## config.mk

```make
export PLATFORM = sky130hd
export DESIGN_NAME = imem_loader
export DESIGN_NICKNAME = d
export VERILOG_FILES = /design/src/rtl/imem_loader.sv
export SDC_FILE = /design/constraint.sdc
export NUM_CORES = 1
export LEC_CHECK = 0
export ABC_AREA = 1
export CAP_MARGIN = 20
export CORE_UTILIZATION = 41
export DETAILED_ROUTE_END_ITERATION = 7
export PLACE_DENSITY = 0.83
export SYNTH_ARGS = -nofsm -noshare
export SYNTH_HDL_FRONTEND = slang
export SYNTH_SLANG_ARGS = --single-unit
```

## constraint.sdc

```tcl
create_clock -name clk -period 2.5 [get_ports clk]
set_input_delay 0.75 -clock clk [delete_from_list [all_inputs] [get_ports clk]]
set_output_delay 0.75 -clock clk [all_outputs]
set_load 0.01 [all_outputs]
```

## src/rtl/imem_loader.sv

```systemverilog
// imem_loader: streams a byte-serial program image into instruction memory
// while the fetch stage is frozen, packing bytes little-endian into 32-bit
// words, then redirects fetch to BOOT_PC through a one-cycle IF/ID flush.
module imem_loader #(
  parameter int              XLEN       = 32,
  parameter int              IMEM_DEPTH = 1024,
  parameter logic [XLEN-1:0] BOOT_PC    = {XLEN{1'b0}},
  localparam int             AW         = $clog2(IMEM_DEPTH)
) (
  input  logic            clk,
  input  logic            rst,
  input  logic            start,
  input  logic [AW:0]     word_count,
  input  logic            s_valid,
  input  logic [7:0]      s_data,
  output logic            s_ready,
  output logic            imem_we,
  output logic [XLEN-1:0] imem_waddr,
  output logic [31:0]     imem_wdata,
  output logic            pc_write,
  output logic            ifid_write,
  output logic            ifid_flush,
  output logic            pc_src,
  output logic [XLEN-1:0] redirect_pc,
  output logic            busy,
  output logic            done,
  output logic            err
);

  typedef enum logic [2:0] {
    ST_IDLE  = 3'd0,
    ST_LOAD  = 3'd1,
    ST_WRITE = 3'd2,
    ST_FLUSH = 3'd3,
    ST_DONE  = 3'd4
  } state_t;

  // Depth expressed in the word_count width so the overflow compare is exact.
  localparam logic [AW:0] DEPTH_W = (AW + 1)'(IMEM_DEPTH);

  state_t          state_r;
  state_t          state_s;
  logic [AW:0]     wc_r;
  logic [AW-1:0]   word_idx_r;
  logic [1:0]      byte_cnt_r;
  logic [31:0]     pack_r;
  logic            err_r;
  logic            byte_accept_s;
  logic [AW:0]     idx_next_s;

  assign byte_accept_s = s_valid && s_ready;
  assign idx_next_s    = {1'b0, word_idx_r} + {{AW{1'b0}}, 1'b1};

  // The packing register holds the word only while it is written, and the
  // address comes straight from the word index, zero-extended, never truncated.
  assign imem_wdata = pack_r;
  assign imem_waddr = {{(XLEN - AW - 2){1'b0}}, word_idx_r, 2'b00};
  assign err        = err_r;

  // State register.
  always_ff @(posedge clk or posedge rst) begin
    if (rst) begin
      state_r <= ST_IDLE;
    end else begin
      state_r <= state_s;
    end
  end

  // Next-state logic: start is only honoured in IDLE, LOAD leaves on the
  // fourth accepted byte, WRITE returns to LOAD until the last word is stored.
  always_comb begin
    state_s = state_r;
    case (state_r)
      ST_IDLE: begin
        if (start) begin
          if (word_count > DEPTH_W) begin
            state_s = ST_DONE;
          end else if (word_count == {(AW + 1){1'b0}}) begin
            state_s = ST_FLUSH;
          end else begin
            state_s = ST_LOAD;
          end
        end else begin
          state_s = ST_IDLE;
        end
      end
      ST_LOAD: begin
        if (byte_accept_s && (byte_cnt_r == 2'd3)) begin
          state_s = ST_WRITE;
        end else begin
          state_s = ST_LOAD;
        end
      end
      ST_WRITE: begin
        if (idx_next_s == wc_r) begin
          state_s = ST_FLUSH;
        end else begin
          state_s = ST_LOAD;
        end
      end
      ST_FLUSH: state_s = ST_DONE;
      ST_DONE:  state_s = ST_IDLE;
      default:  state_s = ST_IDLE;
    endcase
  end

  // Datapath: latch the request at start, pack bytes little-endian, and
  // advance the word index once per completed write.
  always_ff @(posedge clk or posedge rst) begin
    if (rst) begin
      wc_r       <= {(AW + 1){1'b0}};
      word_idx_r <= {AW{1'b0}};
      byte_cnt_r <= 2'd0;
      pack_r     <= 32'd0;
      err_r      <= 1'b0;
    end else begin
      case (state_r)
        ST_IDLE: begin
          if (start) begin
            wc_r       <= word_count;
            err_r      <= (word_count > DEPTH_W);
            word_idx_r <= {AW{1'b0}};
            byte_cnt_r <= 2'd0;
          end
        end
        ST_LOAD: begin
          if (byte_accept_s) begin
            pack_r[{byte_cnt_r, 3'b000} +: 8] <= s_data;
            byte_cnt_r                        <= byte_cnt_r + 2'd1;
          end
        end
        ST_WRITE: begin
          word_idx_r <= word_idx_r + {{(AW - 1){1'b0}}, 1'b1};
        end
        default: begin
          wc_r <= wc_r;
        end
      endcase
    end
  end

  // Control outputs are registered from the next state, so each one is
  // already valid during the first cycle of the state it belongs to.
  always_ff @(posedge clk or posedge rst) begin
    if (rst) begin
      s_ready     <= 1'b0;
      imem_we     <= 1'b0;
      pc_write    <= 1'b1;
      ifid_write  <= 1'b1;
      ifid_flush  <= 1'b0;
      pc_src      <= 1'b0;
      redirect_pc <= {XLEN{1'b0}};
      busy        <= 1'b0;
      done        <= 1'b0;
    end else begin
      s_ready     <= (state_s == ST_LOAD);
      imem_we     <= (state_s == ST_WRITE);
      pc_write    <= (state_s == ST_IDLE) || (state_s == ST_DONE);
      ifid_write  <= (state_s == ST_IDLE);
      ifid_flush  <= (state_s == ST_FLUSH);
      pc_src      <= (state_s == ST_FLUSH) || (state_s == ST_DONE);
      redirect_pc <= ((state_s == ST_FLUSH) || (state_s == ST_DONE)) ? BOOT_PC : {XLEN{1'b0}};
      busy        <= (state_s == ST_LOAD) || (state_s == ST_WRITE) || (state_s == ST_FLUSH);
      done        <= (state_s == ST_DONE);
    end
  end

endmodule
```

==> results of run 1 <==
## Yosys cell counts (2+ instances only)
cell,n
nand4_1,20
o22ai_1,5
o21ai_0,37
nand2_2,3
ha_1,6
nor3_1,3
nand2_1,100
dfstp_2,2
inv_2,2
inv_1,50
buf_4,55
clkbuf_1,6
nor2_1,42
nand3_1,25
nor2_2,3
dfrtp_1,65
a21oi_1,15
nor2_4,5
## routing by layer
metal  vias up  routed length [um]  part of all wire  global-route usage
met5         -                   0                 0                   0
met4         0                 161             0.020              0.0647
met3        17                 695             0.085              0.0798
met2       135                4000              0.49               0.331
met1      1443                3360              0.41               0.219
li1       1516                   -                 -                   -
## layout make-up
class | count | area (um2) | share of cell area
flip-flops and latches | 67 | 1680 | 0.371
multi-input cells | 325 | 1520 | 0.336
repair buffers | 80 | 796 | 0.176
inverters | 53 | 199 | 0.0440
well taps | 108 | 135 | 0.0299
clock buffers | 11 | 131 | 0.0290
clock inverters | 5 | 62.6 | 0.0138
## placed cells by master (no fill, tap or decap), types with 3 or more instances in the layout
| cell type | instances |
|---|---|
| ha_1 | 6 |
| o21ai_0 | 37 |
| inv_1 | 49 |
| nand3_1 | 25 |
| nand2_2 | 3 |
| nand4_1 | 20 |
| nor2_2 | 3 |
| inv_2 | 3 |
| nor2_1 | 42 |
| nor3_1 | 3 |
| nor2_4 | 5 |
| clkbuf_8 | 9 |
| nand2_1 | 100 |
| buf_4 | 6 |
| conb_1 | 54 |
| a21oi_1 | 15 |
| clkdlybuf4s50_1 | 73 |
| o22ai_1 | 5 |
| dfrtp_1 | 65 |
## metrics by stage
stage,instances,worst slack [ns],util
floorplan,508,0.0702,-
global placement,633,0.147,0.499
detailed placement,633,0.113,0.499
CTS,649,0.334,0.521
global route,649,0.227,0.521
finish,649,0.353,0.521
## worst register-to-register path: cells and delay by family (launching register included)
family          cells  cell delay, ns
fa+ha+maj           1            0.50
simple gates        2            0.56
compound gates      1            0.20
buf+inv             2            0.41
flops               1            0.39
## power breakdown
group	switching (mW)	internal (mW)	total (mW)
Sequential	0.179	1.38	1.55
Combinational	0.923	0.628	1.55
Clock	0.416	0.466	0.883
## final timing paths
path,from,to,slack (ns),cells after the start
min in group asynchronous,rst,word_idx_r[1],0.79,3
max in group asynchronous,rst,pc_write,1.37,3
worst max register to register,byte_cnt_r[1],imem_wdata[17],0.38,6
worst max-delay path,word_idx_r[0],imem_waddr[2],0.35,1
worst min-delay path,wc_r[1],wc_r[1],0.51,2
worst min register to register,wc_r[1],wc_r[1],0.51,2
## state kept, by name, indices dropped and copies added (netlist names), 2 cells and up
register	count
word_idx_r	10
wc_r	11
state_r	3
byte_cnt_r	2
imem_wdata	32
## kinds of logic (layout without fill, tap and decap cells)
logic type,Yosys count,after routing,share of synthesized area
compound gates,60,60,0.0862
xor+xnor,1,1,0.00240
fa+ha+maj,6,6,0.0206
buf+inv,116,149,0.176
flops,67,67,0.461
other cells,1,54,0.00103
simple gates,204,204,0.253
==> summary.txt, run 1 <==
CTS
  – TritonCTS clock tree: built
  – Sink Count: 67
  – CTS clk-pin slew, worst paths: 0.06 ns
  – Clk_lat worst skew: 0.34 ns
  – CTS buffer count: 9
  – Htree depth: 3
  – # hold bufs at CTS: 0
  – Worst-case clock buffer depth: 2
  – Clock Root Buffer: clkbuf_8
  – Postcts setup bufs: 0
  – Post-cts sizing count: 0

Layout
  – # fillers: 803
  – # diodes: 0
  – Layout cell share with drive strength beyond 1: 0.0739
  – Area Overhead vs Synth: 24.1%
  – Post-route cell area: 4520 um2
  – Nets: 565

Power
  – Pwr dens: 881 nW/um2
  – Max IR drop VDD: 0.649 mV
  – Final Power: 3.99 mW
  – LEAKAGE: 2.25 nW

Floorplan
  – IO Pins: 128
  – Core Region: 8680 um2
  – FP Rows: 34
  – Initial Util: 0.420
  – DIE AREA: 9270 um2
  – Chip width: 96.3 um
  – Die Height: 96.3 um

Setup path
  – Top Family by Delay on Critical Path: buffers and inverters
  – CP Buf/Inv Count: 1
  – Data arrival time of the worst path: 1.40 ns
  – CP max stage cell: clkdlybuf4s50_1
  – Path type of the worst setup path: reg2out
  – Crit start category: flip-flop
  – Req. time, crit path: 1.75 ns
  – Max stage delay on crit path: 0.59 ns
  – Endpoint class of the critical path: primary output
  – CP cell instances: clkdlybuf4s50_1
  – CP max FO: 7

GRT
  – Vias in the first global route: 2953
  – Initial antenna violation count: 0
  – Largest net degree at the start of global routing: 68
  – Tot GR Track Use: 0.194
  – Remaining global-route overflow: 0
  – Global-route wire length before repair: 13500 um

Timing
  – Setup TNS: 0 ns
  – Final hold vios: 0
  – RSZ-0062 raised after global routing: no
  – Final Setup Violations: 0
  – Final Skew: 0.0123 ns
  – Min Tclk post-route: 2.15 ns
  – Share of the clock period used by the worst path: 0.859
  – WHS: 0.508 ns
  – Final Slew Violations: 0
  – Max Clock Freq: 0.466 GHz

Synth
  – Mean post-synth cell area: 8.01 um2
  – Synth area leaders: dfrtp_1 45%, buf_4 11%, nand2_1 10%, inv_1 5.1%, o21ai_0 5.1%
  – YS warnings: 0
  – Dominant synthesized flop cell: dfrtp_1
  – Register area share after synthesis: 0.461
  – Synth top area share: 0.446
  – Post-synth EDFFs: 0
  – Post-synthesis cell count: 455
  – Synth cell types: 29
  – Cell accounting for the most synthesized area: dfrtp_1
  – Async S/R FF share, synth: 1.00
  – Netlist Area Pre-Place: 3640 um2
  – Register bit total from synthesis: 67

Detailed routing
  – WL final: 8220 um
  – Routed WL per cell: 12.7 um
  – Vias/cell: 4.79
  – Vias: 3111
  – # DRC: 0
  – Final ANT Viol Nets: 0
  – DR pass1 iterations: 4
  – 1st-iter DRT viols: 104

Placed design
  – IO Port Bufs: 73
  – HPWL Detailed: 6070 um
  – Area after DPL: 4330 um2
  – Routability Congestion: 0.941

Worst hold path
  – HP Class: reg2reg

Run status
  – Status: completed

Flow run
  – Max Cap Viol: 0
Note: power is estimated with default switching activity, not from simulation.
==> inputs of run 2 (changes only) <==
--- a/config.mk
+++ b/config.mk
@@ -9,7 +9,8 @@
 export CAP_MARGIN = 20
 export CORE_UTILIZATION = 41
 export DETAILED_ROUTE_END_ITERATION = 7
-export PLACE_DENSITY = 0.83
+export PLACE_DENSITY_LB_ADDON = 0.15
+export SLEW_MARGIN = 20
 export SYNTH_ARGS = -nofsm -noshare
 export SYNTH_HDL_FRONTEND = slang
 export SYNTH_SLANG_ARGS = --single-unit
==> run 2 against run 1 <==
  * Core utilization grew 0.76 points
  * First-iteration DRC count grew 6.7%
  * Via count decreased by 2.8%
  * Die area stayed put
  * Sequential power about the same
  * Power rose by 4.9%
  * Critical path depth stayed put
  * Final cell count grew 0.15%
==> summary.txt, run 2 (synthesis results as in run 1) <==
Layout
  – # fillers: 838 (was 803)
  – Nets: 566 (was 565)
  – Max FFs per register: 32 (unchanged)
  – # diodes: 0 (unchanged)
  – Most frequent cells in the layout: 100 x nand2_1, 73 x clkdlybuf4s50_1, 65 x dfrtp_1, 54 x conb_1, 49 x inv_1 (unchanged)
  – Finished Layout Cells: 650 (was 649)
  – Most common cell after layout, fill and taps aside: nand2_1 (unchanged)
  – Layout cell share with drive strength beyond 1: 0.0793 (was 0.0739)
  – Post-route cell area: 4590 um2 (was 4520 um2)
  – Post-layout util: 0.529 (was 0.521)
  – Area Overhead vs Synth: 26.0% (was 24.1%)

GRT
  – Vias in the first global route: 2823 (was 2953)
  – Global-route wire length before repair: 13400 um (was 13500 um)
  – Initial antenna violation count: 0 (unchanged)
  – Largest net degree at the start of global routing: 35 (was 68)
  – Remaining global-route overflow: 0 (unchanged)
  – Tot GR Track Use: 0.193 (was 0.194)

Power
  – LEAKAGE: 2.29 nW (was 2.25 nW)
  – Pwr dens: 912 nW/um2 (was 881 nW/um2)
  – Final Power: 4.18 mW (was 3.99 mW)
  – Max IR drop VDD: 0.502 mV (was 0.649 mV)

Detailed routing
  – 1st-iter DRT viols: 111 (was 104)
  – Final ANT Viol Nets: 0 (unchanged)
  – Vias: 3025 (was 3111)
  – # DRC: 0 (unchanged)
  – Routed WL per cell: 12.8 um (was 12.7 um)
  – DR pass1 iterations: 4 (unchanged)
  – WL final: 8330 um (was 8220 um)
  – Vias/cell: 4.65 (was 4.79)

Floorplan
  – FP Rows: 34 (unchanged)
  – IO Pins: 128 (unchanged)
  – DIE AREA: 9270 um2 (unchanged)
  – Die Height: 96.3 um (unchanged)
  – Chip width: 96.3 um (unchanged)
  – Initial Util: 0.420 (unchanged)
  – Core Region: 8680 um2 (unchanged)

Setup path
  – Path type of the worst setup path: reg2out (unchanged)
  – CP Buf/Inv Count: 1 (unchanged)
  – Max stage delay on crit path: 0.59 ns (about the same)
  – Top Family by Delay on Critical Path: buffers and inverters (unchanged)
  – Endpoint class of the critical path: primary output (unchanged)
  – CP cell instances: clkdlybuf4s50_1 (unchanged)
  – Data arrival time of the worst path: 1.41 ns (was 1.40 ns)
  – CP max FO: 7 (unchanged)
  – Req. time, crit path: 1.75 ns (about the same)
  – CP max stage cell: clkdlybuf4s50_1 (unchanged)
  – Crit start category: flip-flop (unchanged)

Run status
  – Status: completed (unchanged)

Timing
  – Final Setup Violations: 0 (unchanged)
  – Setup TNS: 0 ns (unchanged)
  – Final hold vios: 0 (unchanged)
  – Min Tclk post-route: 2.16 ns (was 2.15 ns)
  – RSZ-0062 raised after global routing: no (unchanged)
  – Final Skew: 0.00976 ns (was 0.0123 ns)
  – Share of the clock period used by the worst path: 0.863 (was 0.859)
  – Final Slew Violations: 0 (unchanged)
  – Max Clock Freq: 0.463 GHz (was 0.466 GHz)

CTS
  – # hold bufs at CTS: 0 (unchanged)
  – Sink Count: 67 (unchanged)
  – CTS buffer count: 9 (unchanged)
  – Post-cts sizing count: 0 (unchanged)
  – Clk_lat worst skew: 0.34 ns (about the same)
  – CTS clk-pin slew, worst paths: 0.08 ns (was 0.06 ns)
  – Htree depth: 3 (unchanged)
  – TritonCTS clock tree: built (unchanged)
  – Worst-case clock buffer depth: 2 (unchanged)
  – Clock Root Buffer: clkbuf_8 (unchanged)
  – Postcts setup bufs: 0 (unchanged)

Placed design
  – Area after DPL: 4350 um2 (was 4330 um2)
  – IO Port Bufs: 73 (unchanged)
  – HPWL Detailed: 6190 um (was 6070 um)
  – Placed cell count: 634 (was 633)
  – Routability Congestion: 0.873 (was 0.941)

Worst hold path
  – HP Class: reg2reg (unchanged)

Flow run
  – Max Cap Viol: 0 (unchanged)
-- run 2: path summary, 6_finish.rpt --
kind                                    start        endpoint  slack, ns  cells after the start
min in group asynchronous                 rst   word_idx_r[6]       0.70                      2
worst min register to register        wc_r[1]         wc_r[1]       0.50                      2
worst max-delay path            word_idx_r[0]   imem_waddr[2]       0.34                      1
worst max register to register  byte_cnt_r[1]  imem_wdata[17]       0.40                      6
max in group asynchronous                 rst      ifid_write       1.28                      3
worst min-delay path                  wc_r[1]         wc_r[1]       0.50                      2
-- run 2: layout make-up --
cell class                 count  area, um2  area share
clock buffer                   9        124      0.0270
sequential                    67       1680       0.366
clock inverter                 7        116      0.0253
tap                          108        135      0.0294
inverter                      53        199      0.0433
timing repair buffer          81        816       0.178
multi-input combinational    325       1520       0.331
-- run 2: routing by layer --
layer | up-vias | GRT usage | wire [um]
li1 | 1516 | - | -
met1 | 1406 | 0.248 | 3610
met2 | 93 | 0.308 | 4140
met3 | 10 | 0.0427 | 462
met4 | 0 | 0.0883 | 119
met5 | - | 0 | 0
-- run 2: stage by stage --
stage | worst slack [ns] | hold slack (ns)
2_1_floorplan | 0.0702 | 0.462
3_3_place_gp | 0.184 | 0.487
3_5_place_dp | 0.128 | 0.493
4_1_cts | 0.316 | 0.505
5_1_grt | 0.167 | 0.541
6_report | 0.342 | 0.503
-- run 2: power breakdown --
| group | internal (mW) | switching, mW | total (mW) |
|---|---|---|---|
| combinational | 0.631 | 0.914 | 1.55 |
| sequential | 1.38 | 0.178 | 1.55 |
| clock | 0.660 | 0.425 | 1.09 |
==> inputs of run 3 (changes only) <==
--- a/config.mk
+++ b/config.mk
@@ -10,7 +10,6 @@
 export CORE_UTILIZATION = 41
 export DETAILED_ROUTE_END_ITERATION = 7
 export PLACE_DENSITY_LB_ADDON = 0.15
-export SLEW_MARGIN = 20
 export SYNTH_ARGS = -nofsm -noshare
 export SYNTH_HDL_FRONTEND = slang
 export SYNTH_SLANG_ARGS = --single-unit
==> results of run 3 <==
The final DEF is identical to that of run 2; final timing and power are the same.
==> RTL change (flow settings as in run 3) <==
Encoding of `state_t`: now one-hot (5 bits for 5 states).
--- a/src/rtl/imem_loader.sv
+++ b/src/rtl/imem_loader.sv
@@ -28,10 +28,10 @@
 );
 
-  typedef enum logic [2:0] {
-    ST_IDLE  = 3'd0,
-    ST_LOAD  = 3'd1,
-    ST_WRITE = 3'd2,
-    ST_FLUSH = 3'd3,
-    ST_DONE  = 3'd4
+  typedef enum logic [4:0] {
+    ST_IDLE  = 5'b00001,
+    ST_LOAD  = 5'b00010,
+    ST_WRITE = 5'b00100,
+    ST_FLUSH = 5'b01000,
+    ST_DONE  = 5'b10000
   } state_t;
 
Function: same outputs for any inputs over 10 cycles, from zero or initial values and one cycle with rst high; not proved beyond that.
==> RTL change against run 3 <==
  * Worst setup slack worse by 0.98 ps
  * Critical path depth did not move
  * Register-to-register slack got worse by 20 ps
  * Design area rose by 1.7%
  * Sequential cell count increased by 2
  * First-iteration DRC count rose by 13%
  * Routed wire length fell by 1.9%
  * Synthesized area grew 2.7%
  * Power decreased by 9.7%
  * Critical path type unchanged
  * Largest cell class unchanged
==> RTL change: results (changes against run 3) <==
Clk root buf - clkbuf_8 (unchanged)
Placed Area - 4390 um2 (was 4350 um2)
First-pass GRT wire length - 13500 um (was 13400 um)
Critical R2R Launch - byte_cnt_r[0]$_DFFE_PP0P_ (was byte_cnt_r[1]$_DFFE_PP0P_)
VDD IR max - 0.319 mV (was 0.502 mV)
GRT Util Overall - 0.178 (was 0.193)
Final Skew - 9.54 ps (was 9.76 ps)
Nets - 565 (was 566)
Slowest stage cell, crit path - clkdlybuf4s50_1 (unchanged)
Vias per Instance - 4.76 (was 4.65)
Synth cell count leaders - 116 x nand2_1, 66 x dfrtp_1, 55 x buf_4 (was 100 x nand2_1, 65 x dfrtp_1, 55 x buf_4)
Outcome - finished, final reports clean (unchanged)
DR pass1 iterations - 5 (was 4)
Final cell count without fillers - 649 (was 650)
Iter 0 DRT Violations - 125 (was 111)
Routability cong. - 0.787 (was 0.873)
Main synth FF type - dfrtp_1 (unchanged)
Worst-margin pin slew - 658 ps
CP Max Fanout - 6 (was 7)
YS warnings - 0 (unchanged)
Largest net degree at the start of global routing - 70 (was 35)
Worst R2R Path Depth - 5 (was 6)
Asr flop ratio synth - 1.00 (unchanged)
Flop2flop setup slack - 380 ps (was 400 ps)
CTS H-tree depth - 3 (unchanged)
Clock tree buffer depth - 2 (unchanged)
Placed Cells - 633 (was 634)
Layout cells sized above 1 - 0.0832 (was 0.0793)
Yosys cell types - 27 (was 29)
Seq/Total Area, Yosys - 0.462 (was 0.461)
Per-cell routed wire length - 12.6 um (was 12.8 um)
Hold Path End - err$_DFFE_PP0P_ (was wc_r[1]$_DFFE_PP0P_)
Vias in the first global route - 2786 (was 2823)
Reg-to-reg endpoint - imem_wdata[24]$_DFFE_PP0P_ (was imem_wdata[17]$_DFFE_PP0P_)
Hold Crit Class - flop to flop (unchanged)
CP arrival - 1410 ps (about the same)
Post-Synthesis Cells - 460 (was 455)
Leakage - 2.36 nW (was 2.29 nW)
Ranking of synthesized cells by area - dfrtp_1 44%, nand2_1 12%, buf_4 11% (was dfrtp_1 45%, buf_4 11%, nand2_1 10%)
Hold Startpoint - err$_DFFE_PP0P_ (was wc_r[1]$_DFFE_PP0P_)
Post-DP HPWL - 5920 um (was 6190 um)
RTL change: changes by cell type in the layout (fill, tap and decap cells not counted), sizes merged, moves of 2 or more:
| cell | before | now |
|---|---|---|
| a21oi | 15 | 4 |
| buf | 8 | 2 |
| clkbuf | 9 | 11 |
| clkinv | 4 | 0 |
| inv | 52 | 50 |
| nand2 | 104 | 119 |
| nand3 | 26 | 35 |
| nand3b | 1 | 4 |
| nor2 | 50 | 34 |
| o21ai | 39 | 45 |
RTL change: worst max path at each step:
stage | end | cells past startpoint | startpoint | slack, ps
after detailed placement | imem_wdata[30]$_DFFE_PP0P_ | 5 | s_valid | 240
after CTS | imem_waddr[4] | 1 | word_idx_r[2]$_DFFE_PP0P_ | 330
final | imem_waddr[4] | 1 | word_idx_r[2]$_DFFE_PP0P_ | 340
after global placement | imem_wdata[17]$_DFFE_PP0P_ | 5 | s_valid | 280
after floorplan | busy$_DFF_PP0_ | 1 | rst | 20
after global routing | imem_wdata[24]$_DFFE_PP0P_ | 5 | byte_cnt_r[0]$_DFFE_PP0P_ | 180
RTL change: cells by family after synthesis:
family | synth area share
adder cells (fa/ha/maj) | 0.0201
buffers and inverters | 0.169
AO/OA/AOI/OAI | 0.0809
flip-flops | 0.462
AND/OR/NAND/NOR | 0.267
other | 0.00100
RTL change: layout make-up:
type | count | area [um2]
inverter | 49 | 184
clock buffer | 11 | 151
timing repair buffer | 75 | 758
fill | 838 | 4100
multi-input combinational | 332 | 1580
tap | 108 | 135
clock inverter | 5 | 129
sequential | 69 | 1730
RTL change: where the power goes:
group | internal [mW] | switching [mW]
sequential | 1.34 | 0.124
combinational | 0.414 | 0.645
clock | 0.822 | 0.433
RTL change: routing by layer:
layer	wire length (um)	up-vias	global-route usage
met5	0	-	0
met4	129	0	0.0803
met3	398	11	0.0281
met2	3630	107	0.266
met1	4020	1434	0.255
li1	-	1535	-
RTL change: per-stage QoR:
step                power, mW  utilization  worst slack, ps  hold slack [ps]
global placement         2.53        0.501              282              475
floorplan                2.19            -             15.1              453
CTS                      3.82        0.533              332              501
finish                   3.78        0.533              341              498
global route             3.99        0.533              179              520
detailed placement       2.55        0.501              242              481
